### src/rtl/mult_seq_pkg.sv
// Shared constants, state encoding and byte-count helper for the multiplier UART sequencer.
package mult_seq_pkg;

  // UART timing: the inter-byte timeout defaults to three 10-bit frames.
  localparam int unsigned CLKS_PER_BIT       = 432;
  localparam int unsigned FRAME_BITS         = 10;
  localparam int unsigned TIMEOUT_FRAMES     = 3;
  localparam int unsigned DEF_TIMEOUT_CYCLES = TIMEOUT_FRAMES * FRAME_BITS * CLKS_PER_BIT;

  // Default datapath sizes.
  localparam int unsigned DEF_OP_W  = 128;
  localparam int unsigned DEF_RES_W = 2 * DEF_OP_W;

  // Number of octets in a bit width (width is a multiple of 8).
  function automatic int unsigned octets(input int unsigned width);
    return width / 8;
  endfunction

  localparam int unsigned OP_BYTES  = octets(DEF_OP_W);
  localparam int unsigned RES_BYTES = octets(DEF_RES_W);

  // Sequencer states, 3-bit encoding.
  localparam int unsigned STATE_W = 3;
  typedef enum logic [STATE_W-1:0] {
    ST_IDLE   = 3'd0,
    ST_LOAD_A = 3'd1,
    ST_LOAD_B = 3'd2,
    ST_START  = 3'd3,
    ST_WAIT   = 3'd4,
    ST_SEND   = 3'd5
  } state_e;

endpackage

### src/rtl/mult_seq_timeout.sv
// Inter-byte idle counter with clear, enable and saturating terminal count.
// Ports:
//   i_clk     clock, rising edge
//   i_rst_n   asynchronous active-low reset
//   i_clr     synchronous clear (dominates enable)
//   i_en      count enable
//   o_term_c  combinational: counter has reached TERM
module mult_seq_timeout #(
  parameter int unsigned TERM = 12960
) (
  input  logic i_clk,
  input  logic i_rst_n,
  input  logic i_clr,
  input  logic i_en,
  output logic o_term_c
);

  localparam int unsigned TW = $clog2(TERM + 1);

  logic [TW-1:0] r_cnt;

  // Count up while enabled; hold at the terminal value until cleared.
  always_ff @(posedge i_clk or negedge i_rst_n) begin
    if (!i_rst_n) begin
      r_cnt <= '0;
    end else if (i_clr) begin
      r_cnt <= '0;
    end else if (i_en && !o_term_c) begin
      r_cnt <= r_cnt + TW'(1);
    end
  end

  assign o_term_c = (r_cnt == TW'(TERM));

endmodule

### src/rtl/mult_uart_sequencer.sv
// Control sequencer between a UART byte interface and a wide multiplier.
// Loads operand A then B (OP_W/8 octets each, MSB first), pulses mult_start,
// captures the product and streams it back MSB octet first with a
// valid/ready handshake. A stalled load is aborted after TIMEOUT_CYCLES.
// Ports:
//   CLK_IN       system clock
//   resetIn      asynchronous active-low reset
//   rx_data      received octet;        rx_valid   1-cycle strobe
//   tx_data      octet to transmitter;  tx_valid   held until tx_ready
//   tx_ready     transmitter accept
//   mult_a/b     operands, stable from the start pulse onward
//   mult_start   1-cycle start pulse;   mult_done  1-cycle result strobe
//   mult_result  product
//   busy         not in IDLE
//   timeout_err  1-cycle pulse on aborted load
//   overrun_err  1-cycle pulse on a byte received outside the load states
module mult_uart_sequencer
  import mult_seq_pkg::*;
#(
  parameter int unsigned OP_W           = DEF_OP_W,
  parameter int unsigned RES_W          = 2 * OP_W,
  parameter int unsigned TIMEOUT_CYCLES = DEF_TIMEOUT_CYCLES
) (
  input  logic             CLK_IN,
  input  logic             resetIn,
  input  logic [7:0]       rx_data,
  input  logic             rx_valid,
  output logic [7:0]       tx_data,
  output logic             tx_valid,
  input  logic             tx_ready,
  output logic [OP_W-1:0]  mult_a,
  output logic [OP_W-1:0]  mult_b,
  output logic             mult_start,
  input  logic             mult_done,
  input  logic [RES_W-1:0] mult_result,
  output logic             busy,
  output logic             timeout_err,
  output logic             overrun_err
);

  localparam int unsigned OP_N  = octets(OP_W);
  localparam int unsigned RES_N = octets(RES_W);
  localparam int unsigned CNT_W = $clog2(RES_N + 1);
  localparam logic [CNT_W-1:0] OP_LAST  = CNT_W'(OP_N - 1);
  localparam logic [CNT_W-1:0] RES_LAST = CNT_W'(RES_N - 1);

  state_e           r_state;
  logic [CNT_W-1:0] r_cnt;
  logic [OP_W-1:0]  r_a_sh;
  logic [OP_W-1:0]  r_b_sh;
  logic [OP_W-1:0]  r_mult_a;
  logic [OP_W-1:0]  r_mult_b;
  logic [RES_W-1:0] r_res;
  logic             r_tx_valid;
  logic             r_mult_start;
  logic             r_busy;
  logic             r_timeout_err;
  logic             r_overrun_err;

  logic w_loading;
  logic w_to_term;
  logic w_rx_blocked;

  assign w_loading    = (r_state == ST_LOAD_A) || (r_state == ST_LOAD_B);
  assign w_rx_blocked = (r_state == ST_START) || (r_state == ST_WAIT) || (r_state == ST_SEND);

  // Idle timer: restarts on every received byte, runs only while loading.
  mult_seq_timeout #(
    .TERM (TIMEOUT_CYCLES)
  ) u_timeout (
    .i_clk    (CLK_IN),
    .i_rst_n  (resetIn),
    .i_clr    (rx_valid || !w_loading),
    .i_en     (w_loading),
    .o_term_c (w_to_term)
  );

  // Sequencer FSM with operand and result shift registers.
  always_ff @(posedge CLK_IN or negedge resetIn) begin
    if (!resetIn) begin
      r_state       <= ST_IDLE;
      r_cnt         <= '0;
      r_a_sh        <= '0;
      r_b_sh        <= '0;
      r_mult_a      <= '0;
      r_mult_b      <= '0;
      r_res         <= '0;
      r_tx_valid    <= 1'b0;
      r_mult_start  <= 1'b0;
      r_busy        <= 1'b0;
      r_timeout_err <= 1'b0;
      r_overrun_err <= 1'b0;
    end else begin
      r_mult_start  <= 1'b0;
      r_timeout_err <= 1'b0;
      r_overrun_err <= rx_valid && w_rx_blocked;

      case (r_state)
        ST_IDLE: begin
          if (rx_valid) begin
            r_a_sh  <= {r_a_sh[OP_W-9:0], rx_data};
            r_cnt   <= CNT_W'(1);
            r_state <= ST_LOAD_A;
            r_busy  <= 1'b1;
          end
        end

        ST_LOAD_A: begin
          // A byte on the terminal-count cycle takes priority over the timeout.
          if (rx_valid) begin
            r_a_sh <= {r_a_sh[OP_W-9:0], rx_data};
            if (r_cnt == OP_LAST) begin
              r_cnt   <= '0;
              r_state <= ST_LOAD_B;
            end else begin
              r_cnt <= r_cnt + CNT_W'(1);
            end
          end else if (w_to_term) begin
            r_timeout_err <= 1'b1;
            r_cnt         <= '0;
            r_a_sh        <= '0;
            r_b_sh        <= '0;
            r_state       <= ST_IDLE;
            r_busy        <= 1'b0;
          end
        end

        ST_LOAD_B: begin
          if (rx_valid) begin
            r_b_sh <= {r_b_sh[OP_W-9:0], rx_data};
            if (r_cnt == OP_LAST) begin
              // Publish both operands together with the start pulse.
              r_mult_a     <= r_a_sh;
              r_mult_b     <= {r_b_sh[OP_W-9:0], rx_data};
              r_mult_start <= 1'b1;
              r_cnt        <= '0;
              r_state      <= ST_START;
            end else begin
              r_cnt <= r_cnt + CNT_W'(1);
            end
          end else if (w_to_term) begin
            r_timeout_err <= 1'b1;
            r_cnt         <= '0;
            r_a_sh        <= '0;
            r_b_sh        <= '0;
            r_state       <= ST_IDLE;
            r_busy        <= 1'b0;
          end
        end

        ST_START: begin
          r_state <= ST_WAIT;
        end

        ST_WAIT: begin
          if (mult_done) begin
            r_res      <= mult_result;
            r_cnt      <= '0;
            r_tx_valid <= 1'b1;
            r_state    <= ST_SEND;
          end
        end

        ST_SEND: begin
          // Octet and valid only move on an accepted handshake.
          if (r_tx_valid && tx_ready) begin
            r_res <= {r_res[RES_W-9:0], 8'h00};
            if (r_cnt == RES_LAST) begin
              r_tx_valid <= 1'b0;
              r_cnt      <= '0;
              r_state    <= ST_IDLE;
              r_busy     <= 1'b0;
            end else begin
              r_cnt <= r_cnt + CNT_W'(1);
            end
          end
        end

        default: begin
          r_state    <= ST_IDLE;
          r_cnt      <= '0;
          r_tx_valid <= 1'b0;
          r_busy     <= 1'b0;
        end
      endcase
    end
  end

  assign tx_data     = r_res[RES_W-1 -: 8];
  assign tx_valid    = r_tx_valid;
  assign mult_a      = r_mult_a;
  assign mult_b      = r_mult_b;
  assign mult_start  = r_mult_start;
  assign busy        = r_busy;
  assign timeout_err = r_timeout_err;
  assign overrun_err = r_overrun_err;

endmodule

### config.mk
export PLATFORM = sky130hd
export DESIGN_NAME = mult_uart_sequencer
export DESIGN_NICKNAME = d
export VERILOG_FILES = /design/src/rtl/mult_seq_pkg.sv /design/src/rtl/mult_seq_timeout.sv /design/src/rtl/mult_uart_sequencer.sv
export SDC_FILE = /design/constraint.sdc
export NUM_CORES = 1
export LEC_CHECK = 0
export CELL_PAD_IN_SITES_DETAIL_PLACEMENT = 1
export CELL_PAD_IN_SITES_GLOBAL_PLACEMENT = 1
export CORE_MARGIN = 4
export CORE_UTILIZATION = 37
export CTS_CLUSTER_DIAMETER = 60
export DETAILED_ROUTE_END_ITERATION = 7
export GPL_TIMING_DRIVEN = 1
export PLACE_DENSITY = 0.85
export SLEW_MARGIN = 20
export SYNTH_ARGS = -nofsm -noshare
export SYNTH_HDL_FRONTEND = slang
export SYNTH_SLANG_ARGS = --single-unit
### constraint.sdc
create_clock -name CLK_IN -period 2.73 [get_ports CLK_IN]
set_clock_uncertainty 0.15 [all_clocks]
set_input_delay 0.819 -clock CLK_IN [delete_from_list [all_inputs] [get_ports CLK_IN]]
set_output_delay 0.819 -clock CLK_IN [all_outputs]
set_load 0.05 [all_outputs]
=== Word-level counts from Yosys, hierarchy flattened ===
Index checks and enable logic that the tools add are counted.

* $add $sub $neg: 2
* Bitwise logic cells: 3
* Eq/ne operators: 19
* Multiplexer cells: 46
* Reductions and logical operators: 25

{| class="wikitable"
|+ Operator list
! kind !! number
|-
| $mux 128 || 7
|-
| $mux 256 || 2
|-
| $pmux 256 s2 || 1
|-
| $pmux 128 s3 || 1
|-
| $pmux 128 s2 || 1
|-
| $mux 6 || 7
|-
| $pmux 6 s5 || 1
|-
| $mux 14 || 2
|-
| $mux 3 || 9
|-
| $pmux 3 s6 || 1
|-
| $add 14x1->14 const B || 1
|-
| $eq 14x14->1 const B || 1
|-
| $mux 1 || 12
|-
| $reduce_and 6->1 || 2
|-
| $ne 2x2->1 const B || 5
|-
| $reduce_and 3->1 || 3
|-
| $add 6x1->6 const B || 1
|-
| $eq 3x2->1 const B || 2
|-
| $eq 3x3->1 const B || 2
|-
| $eq 6x4->1 const B || 1
|-
| $eq 6x5->1 const B || 1
|-
| $ne 2x1->1 const B || 3
|-
| $ne 3x2->1 const B || 2
|-
| $reduce_bool 2->1 || 3
|-
| other kinds (15) || 24
|}

* Input bits: 269
* Output and inout bits: 269
* Register bits after elaboration: 796
* Word-level logic and storage cells: 108

=== Longest topological paths before layout ===
Gate-level depths: netlist (run 1).

* Word-level depth: 5
* Gate-level depth with buffers: 9
* Mapped depth without buffers: 7

=== Modules after synthesis ===
From an unflattened synthesis (run 1), not the netlist that was laid out.

* Cells, all modules: 2,685
* Area, all modules: 31,430.1 sq um

{| class="wikitable"
|+ Modules (own cells, without submodules)
! module !! area an instance (sq um) !! sequential area each (sq um) !! instances !! cells an instance
|-
| mult_uart_sequencer || 30,654.4 || 19,368.6 || 1 || 2,610
|-
| mult_seq_timeout || 775.7 || 350.3 || 1 || 75
|}

=== Worst setup path after synthesis (run 1) ===
Ideal clock, no wire load.

* Path kind: in2reg
* Start: in rx_valid
* End: reg r_mult_a[108], in the netlist mult_a[108]
* Setup time: 66 ps
* Required time: 2,514 ps
* Arrival: 2,483 ps
* Path buffers: 3
* Cell stages on the path: 8
* Slack: 31 ps
* Cell sequence: clkbuf_1 nor2b_1 nand2_1 nor3_1 clkbuf_1 buf_1 nand2_1 nand2_1

* Cells in the longest elaborated chain, start to end: 1

{| class="wikitable"
|+ RTL lines
! element !! RTL line !! text
|-
| start, declared || mult_uart_sequencer.sv:27 || <nowiki>input logic rx_valid,</nowiki>
|-
| $reduce_and 3->1 (no source line) || -- ||
|-
| end signal, assigned || mult_uart_sequencer.sv:133 || <nowiki>r_mult_a <= r_a_sh;</nowiki>
|-
| end, declared || mult_uart_sequencer.sv:51 || <nowiki>logic [OP_W-1:0] r_mult_a;</nowiki>
|}

No other way between the ends.
A chain may end at the register's enable or synchronous reset.

=== Final worst setup path (run 1) ===
* Start: reg u_timeout.r_cnt[0]
* End: reg r_a_sh[109]

* Cells in the longest elaborated chain, start to end: 4
* Elaborated cells between the ends (all ways): 5
* Those cells by class: eq/ne (1); mux (4)

{| class="wikitable"
|+ RTL lines
! element !! RTL line !! text
|-
| start, declared || mult_seq_timeout.sv:20 || <nowiki>logic [TW-1:0] r_cnt;</nowiki>
|-
| start signal, assigned || mult_seq_timeout.sv:29 || <nowiki>r_cnt <= r_cnt + TW'(1);</nowiki>
|-
| $eq 14x14->1 * || mult_seq_timeout.sv:33 || <nowiki>assign o_term_c = (r_cnt == TW'(TERM));</nowiki>
|-
| $mux 128 * || -- ||
|-
| $mux 128 (on tied branches) || -- ||
|-
| $pmux 128 s3 * || -- ||
|-
| end signal, assigned || mult_uart_sequencer.sv:101 || <nowiki>r_a_sh <= {r_a_sh[OP_W-9:0], rx_data};</nowiki>
|-
| end signal, assigned || mult_uart_sequencer.sv:111 || <nowiki>r_a_sh <= {r_a_sh[OP_W-9:0], rx_data};</nowiki>
|-
| end, declared || mult_uart_sequencer.sv:49 || <nowiki>logic [OP_W-1:0] r_a_sh;</nowiki>
|}

Mark *: on every way between the ends. The rest lies on a longest branch, timed or not. The select of a mux whose other input is x is not followed.

==> results.py, run 1 <==
metrics = {
    "clock_tree": {
        "cts.htree.levels": 3,
        "cts.sinks": 788,
        "cts.path.max_buffers": 3,
        "cts_tree": "done",
        "clk_latency_ns": 0.62,
        "ctsRootBufferMaster": "clkbuf_16",
        "clk_pin_slew_ns": 0.06,
        "cts_buffers": 87,
    },
    "synthesis": {
        "yosysMostFrequentCell": "nand2_1",
        "yosysTopAreaCell": "dfrtp_1",
        "avgSynthCellArea_um2": 9.66,
        "synth_top_area_share_pct": 63.5,
        "synth_nets": 3489,
        "syn-cell-area_um2": 31100,
        "yosysWarningCount": 0,
        "synthCells": 3217,
        "synth_edf_count": 0,
        "synthDistinctLibCells": 43,
        "ys_seq_elements": 788,
        "synth_area_leaders": "dfrtp_1 63%, nand2_1 16%, a22o_1 7.0%",
        "synthTopCellsByCount": "1302 x nand2_1, 788 x dfrtp_1, 274 x nor2_1",
        "async_flop_share_pct": 100,
        "synth_flop_cell": "dfrtp_1",
        "ys_seq_area_share_pct": 63.5,
    },
    "floorplan": {
        "fp-row-count": 106,
        "start_util_pct": 37.2,
        "ios": 538,
        "fp.dieH_um": 298,
        "fp.dieW_um": 298,
        "core_um2": 83400,
        "die_area_um2": 88700,
    },
    "routing": {
        "first_pass_iters": 5,
        "drt-vias-per-instance": 5.35,
        "wire_per_inst_um": 21.7,
        "ant_nets": 0,
        "drt_iter0_markers": 1849,
        "wirelength_mm": 107,
        "via_count": 26200,
        "post-route-drc-count": 0,
    },
    "setup_path": {
        "r2r-start": "u_timeout.r_cnt[0]$_DFFE_PN0P_",
        "path_cells": "inv_2 -> ha_4 -> or4b_4 -> or4_4 -> a211o_4 -> buf_12 -> buf_12 -> a22o_1",
        "start_kind": "flop",
        "critPathKind": "reg -> reg",
        "critical_path_arrival_ns": 3.12,
        "critPathCaptureType": "flop",
        "worstPathMaxFanout": 26,
        "rr_worst_depth": 8,
        "reg2reg_to": "r_a_sh[109]$_DFFE_PN0P_",
        "cpPeakStageDelay_ns": 0.45,
        "r2r_slack_ns": -0.06,
        "crit_top_cell": "buf_12",
        "required_ns": 3.06,
        "crit_path_top_delay_cell": "or4b_4",
    },
    "timing": {
        "fin_crit_sh_pct": 102,
        "setup_viol": 85,
        "rsz0062_at_grt": "true",
        "slew_violations": 0,
        "min_period_ns": 2.79,
        "layout_setup_ws_ns": -0.0578,
        "slew_headroom_pct": 58.4,
        "max_freq_ghz": 0.359,
        "tightestPinTransition_ns": 0.624,
        "hold_viol": 0,
        "hold_ws_ns": 0.0634,
        "setup-tns-final_ns": -1.87,
    },
    "job": {
        "drv_cap": 0,
    },
    "placement": {
        "preCtsSetupSlack_ns": -0.296,
        "dpl_cell_area_um2": 38700,
        "portBuffers": 537,
        "gp_congestion": 0.835,
        "hpwlAfterDp_mm": 72.9,
    },
    "global_route": {
        "grt-ovfl-total": 0,
        "grt_pass1_wl_mm": 168,
        "grtUsageTotal_pct": 23.7,
        "antenna_found_initial": 5,
        "grt_max_degree": 85,
        "grt_pass1_vias": 28900,
    },
    "layout": {
        "num-fill-cells": 9215,
        "area_growth_pct": 33.3,
        "drive_gt1_share_pct": 7.98,
        "final_area_um2": 41400,
        "finalNetCount": 4029,
        "fin_util_pct": 49.6,
    },
    "hold_path": {
        "hp-class": "in -> async",
    },
    "run_status": {
        "status": "finished, violations left",
        "violations": "setup timing",
    },
    "power": {
        "ir_drop_v": 0.000677,
        "leakage_nw": 21.1,
        "p_per_area_nw_per_um2": 937,
    },
}
[per-layer routing]
metal / up-vias / routed length (um) / GRT usage, %
li1: 11800 / - / -
met1: 13400 / 42700 / 29.0
met2: 761 / 54200 / 41.4
met3: 238 / 4950 / 3.94
met4: 4 / 4770 / 10.2
met5: - / 62 / 0
[per-stage QoR]
step / power, mW / std cells
after floorplan: 22.2 / 3217
after CTS: 38.9 / 4897
after global routing: 40.9 / 4902
after detailed placement: 26.3 / 4737
after global placement: 25.6 / 4737
final: 38.8 / 4903
[worst max path at each step]
stage | endpoint | slack [ns] | start | cells past startpoint
after floorplan | mult_a[108]$_DFFE_PN0P_ | 0.03 | rx_valid | 8
after global placement | mult_a[79]$_DFFE_PN0P_ | -0.15 | rx_valid | 9
after detailed placement | mult_a[79]$_DFFE_PN0P_ | -0.30 | rx_valid | 9
after CTS | r_a_sh[108]$_DFFE_PN0P_ | -0.12 | u_timeout.r_cnt[0]$_DFFE_PN0P_ | 7
after global routing | r_a_sh[94]$_DFFE_PN0P_ | -0.12 | u_timeout.r_cnt[0]$_DFFE_PN0P_ | 8
final | r_a_sh[109]$_DFFE_PN0P_ | -0.06 | u_timeout.r_cnt[0]$_DFFE_PN0P_ | 8
[sequential cells by signal, summed over array words and instances, names as in the netlist, 3 cells and up]
signal,cells
r_a_sh,128
r_state,3
r_res,256
r_b_sh,120
mult_b,128
r_cnt,6
u_timeout.r_cnt,14
mult_a,128
[logic make-up after synthesis]
kind of cell / share of synthesized area [%]
simple gates: 20.2
flops: 63.5
compound gates: 12.8
buf+inv: 3.13
xor+xnor: 0.366
fa+ha+maj: 0.121
[what timing repair did]
item                                    4_1_cts  5_1_grt
pin swaps                                    11        5
setup buffers                                 1        3
endpoints found under the setup margin      392      128
gates cloned                                  6        1
resized for setup                           273        4
hold buffers                                  0        0
[worst max-delay path, delay by kind of cell, from the launching register on]
family,cells,cell delay (ns)
adders and majority gates,1,0.13
DFF,1,0.39
and+or+nand+nor,2,0.90
buffers and inverters,3,0.43
AOI/OAI and AO/OA,2,0.64
[area by class of cell]
type	count	area, um^2	share of cell area, %
sequential	788	19700	47.6
clock buffer	129	2490	6.02
clock inverter	24	324	0.782
inverter	5	18.8	0.0453
antenna	2	5.00	0.0121
timing repair buffer	690	7010	16.9
multi-input combinational	2185	10500	25.3
tap	1080	1350	3.26
[power breakdown]
part	total, mW	leakage, nW	internal (mW)	switching [mW]
combinational	10.4	9.47	4.65	5.72
clock	11.7	1.37	6.76	4.95
sequential	16.7	10.2	14.6	2.18
[cells in the final DEF (no fill, tap or decap), drive strengths merged, types with 3 or more instances in the layout]
cell / netlist / layout
a21oi: 13 / 13
a22o: 248 / 248
a31oi: 248 / 248
and3: 3 / 3
buf: 31 / 156
bufinv: 0 / 4
clkbuf: 209 / 130
clkdlybuf4s50: 0 / 267
clkinv: 0 / 9
clkinvlp: 0 / 3
dfrtp: 788 / 788
dlygate4sd2: 0 / 264
ha: 3 / 3
inv: 5 / 13
nand2: 1302 / 1302
nand2b: 3 / 3
nand3: 18 / 18
nor2: 274 / 274
nor2b: 6 / 6
nor3: 5 / 5
o21ai: 16 / 16
or2: 3 / 3
or3: 4 / 4
xnor2: 4 / 4
xor2: 9 / 9
No activity file was read; power rests on OpenSTA's default activity.
==> run 2: changes to the inputs <==
ABC_AREA = 0   (was default)
CELL_PAD_IN_SITES_DETAIL_PLACEMENT = default   (was 1)
CELL_PAD_IN_SITES_GLOBAL_PLACEMENT = default   (was 1)
CORE_UTILIZATION = 40   (was 37)
PLACE_DENSITY = 0.74   (was 0.85)
==> run 2 against run 1 <==
The run now ends clean. Clock-buffer cell count fell by 6. Sequential share of layout area grew 0.35 points. Global-route usage shrank 2.1 points. Critical path type unchanged.
==> results.py, run 2 (synthesis results as in run 1) <==
metrics = {
    "run_status": {
        "status": "completed",
    },
    "global_route": {
        "grt_pass1_vias": 25100,
        "antenna_found_initial": 4,
        "grt-ovfl-total": 0,
        "grt-busiest-layer": "met2",
        "use_met1_pct": 28.2,
        "grt_pass1_wl_mm": 141,
        "use_met2_pct": 35.2,
        "grt_max_degree": 84,
        "grtUsageTotal_pct": 21.6,
        "use_met3_pct": 4.24,
    },
    "clock_tree": {
        "cts_buffers": 86,
        "cts_tree": "done",
        "ctsRootBufferMaster": "clkbuf_16",
        "cts.path.max_buffers": 3,
        "clk_pin_slew_ns": 0.06,
        "cts.sinks": 788,
        "cts.htree.levels": 3,
        "clk_latency_ns": 0.62,
    },
    "layout": {
        "area_growth_pct": 32.3,
        "seqCellArea_um2": 19700,
        "num-fill-cells": 6684,
        "final_common_cell": "nand2_1",
        "final_cell_mix": "1301 x nand2_1, 788 x dfrtp_1, 273 x nor2_1",
        "finalNetCount": 4019,
        "multi_input_area_um2": 10500,
        "top_register": "r_res",
        "largest_reg_flops": 256,
        "drive_gt1_share_pct": 8.10,
        "final_area_um2": 41100,
    },
    "job": {
        "drv_cap": 0,
    },
    "routing": {
        "post-route-drc-count": 0,
        "wire_per_inst_um": 18.8,
        "drt_iter0_markers": 1921,
        "first_pass_iters": 6,
        "ant_nets": 0,
        "wirelength_mm": 91.1,
        "drt-vias-per-instance": 5.22,
        "via_count": 25300,
    },
    "placement": {
        "gp_congestion": 0.856,
        "portBuffers": 537,
        "hpwlAfterDp_mm": 63.7,
        "dpl_cell_area_um2": 38600,
    },
    "power": {
        "finalPower_mw": 37.2,
        "leakage_nw": 21.0,
        "swShare_pct": 32.1,
        "p_switching_mw": 11.9,
        "share_seq_of_total_power_pct": 44.7,
        "p_int_mw": 25.2,
        "p_per_area_nw_per_um2": 904,
        "ir_drop_v": 0.000560,
        "clkPwrFrac_pct": 31.0,
        "combPwrFrac_pct": 24.3,
    },
    "timing": {
        "tightestPinTransition_ns": 0.619,
        "fin_crit_sh_pct": 97.2,
        "min_period_ns": 2.65,
        "rsz0062_at_grt": "true",
        "setup_viol": 0,
        "slew_headroom_pct": 58.9,
        "hold_viol": 0,
        "max_freq_ghz": 0.377,
        "slew_violations": 0,
    },
    "floorplan": {
        "fp.dieW_um": 287,
        "start_util_pct": 40.6,
        "fp.dieH_um": 287,
        "die_area_um2": 82200,
        "core_um2": 76500,
        "fp-row-count": 101,
        "ios": 538,
    },
    "setup_path": {
        "start_kind": "flop",
        "critPathCaptureType": "flop",
        "worstPathMaxFanout": 44,
        "required_ns": 3.07,
        "critPathKind": "reg -> reg",
        "critical_path_arrival_ns": 3.00,
    },
    "hold_path": {
        "hp-class": "reg -> reg",
    },
}
run 2: final timing paths:
kind / depth (start not counted) / slack, ns / to / from
max: 7 / 0.08 / r_a_sh[112]$_DFFE_PN0P_ / u_timeout.r_cnt[0]$_DFFE_PN0P_
max reg2reg: 7 / 0.08 / r_a_sh[112]$_DFFE_PN0P_ / u_timeout.r_cnt[0]$_DFFE_PN0P_
max in group asynchronous: 4 / 1.02 / r_res[56]$_DFFE_PN0P_ / resetIn
min reg2reg: 2 / 0.31 / mult_a[107]$_DFFE_PN0P_ / mult_a[107]$_DFFE_PN0P_
min: 2 / 0.31 / mult_a[107]$_DFFE_PN0P_ / mult_a[107]$_DFFE_PN0P_
min in group asynchronous: 2 / 0.53 / r_res[171]$_DFFE_PN0P_ / resetIn
run 2: metal layers:
metal,vias up,part of all wire (%)
li1,11800,-
met1,12500,41
met2,808,49
met3,206,6.0
met4,0,4.3
met5,-,0
run 2: per-stage QoR:
step,std cells,hold slack [ns],setup TNS (ns),setup slack (ns),utilization [%]
after floorplan,3217,0.289,0,0.0314,-
after global placement,4688,0.299,-40.13,-0.144,50.5
after detailed placement,4688,0.305,-51.70,-0.181,50.5
after CTS,4843,0.313,0,0.0655,53.8
after global routing,4846,0.328,-0.00712,-0.00712,53.8
final,4846,0.307,0,0.0773,53.8
run 2: final cells by class:
type | count | share of cell area [%]
clock buffers | 123 | 6.04
well taps | 1030 | 3.13
repair buffers | 682 | 16.5
clock inverters | 31 | 0.843
flip-flops and latches | 788 | 48.0
multi-input cells | 2184 | 25.4
inverters | 5 | 0.0456
diodes | 3 | 0.0183
run 2: power by group through the flow:
stage | Combinational (mW) | Clock (mW) | Sequential (mW)
global route | 10.1 | 12.3 | 16.9
global placement | 8.82 | 0 | 16.6
finish | 9.04 | 11.5 | 16.6
CTS | 9.11 | 11.8 | 16.6
detailed placement | 9.08 | 0 | 16.7
floorplan | 6.11 | 0 | 16.1
run 2: what timing repair did:
| action | 4_1_cts | 5_1_grt |
|---|---|---|
| setup buffers | 0 | 0 |
| pin swaps | 1 | 1 |
| hold buffers | 1 | 0 |
| endpoints found under the hold margin | 23 | 0 |
| gates resized for setup | 257 | 0 |
| cloned | 0 | 0 |
| endpoints found under the setup margin | 354 | 2 |
run 2: worst max-delay path, stage by stage, from the launching register on:
cell and delay, ns:
dfrtp_1 0.37, inv_1 0.08, ha_1 0.15, or4b_4 0.46, or4_4 0.45, a211o_4 0.40, buf_12 0.19, a22o_1 0.26
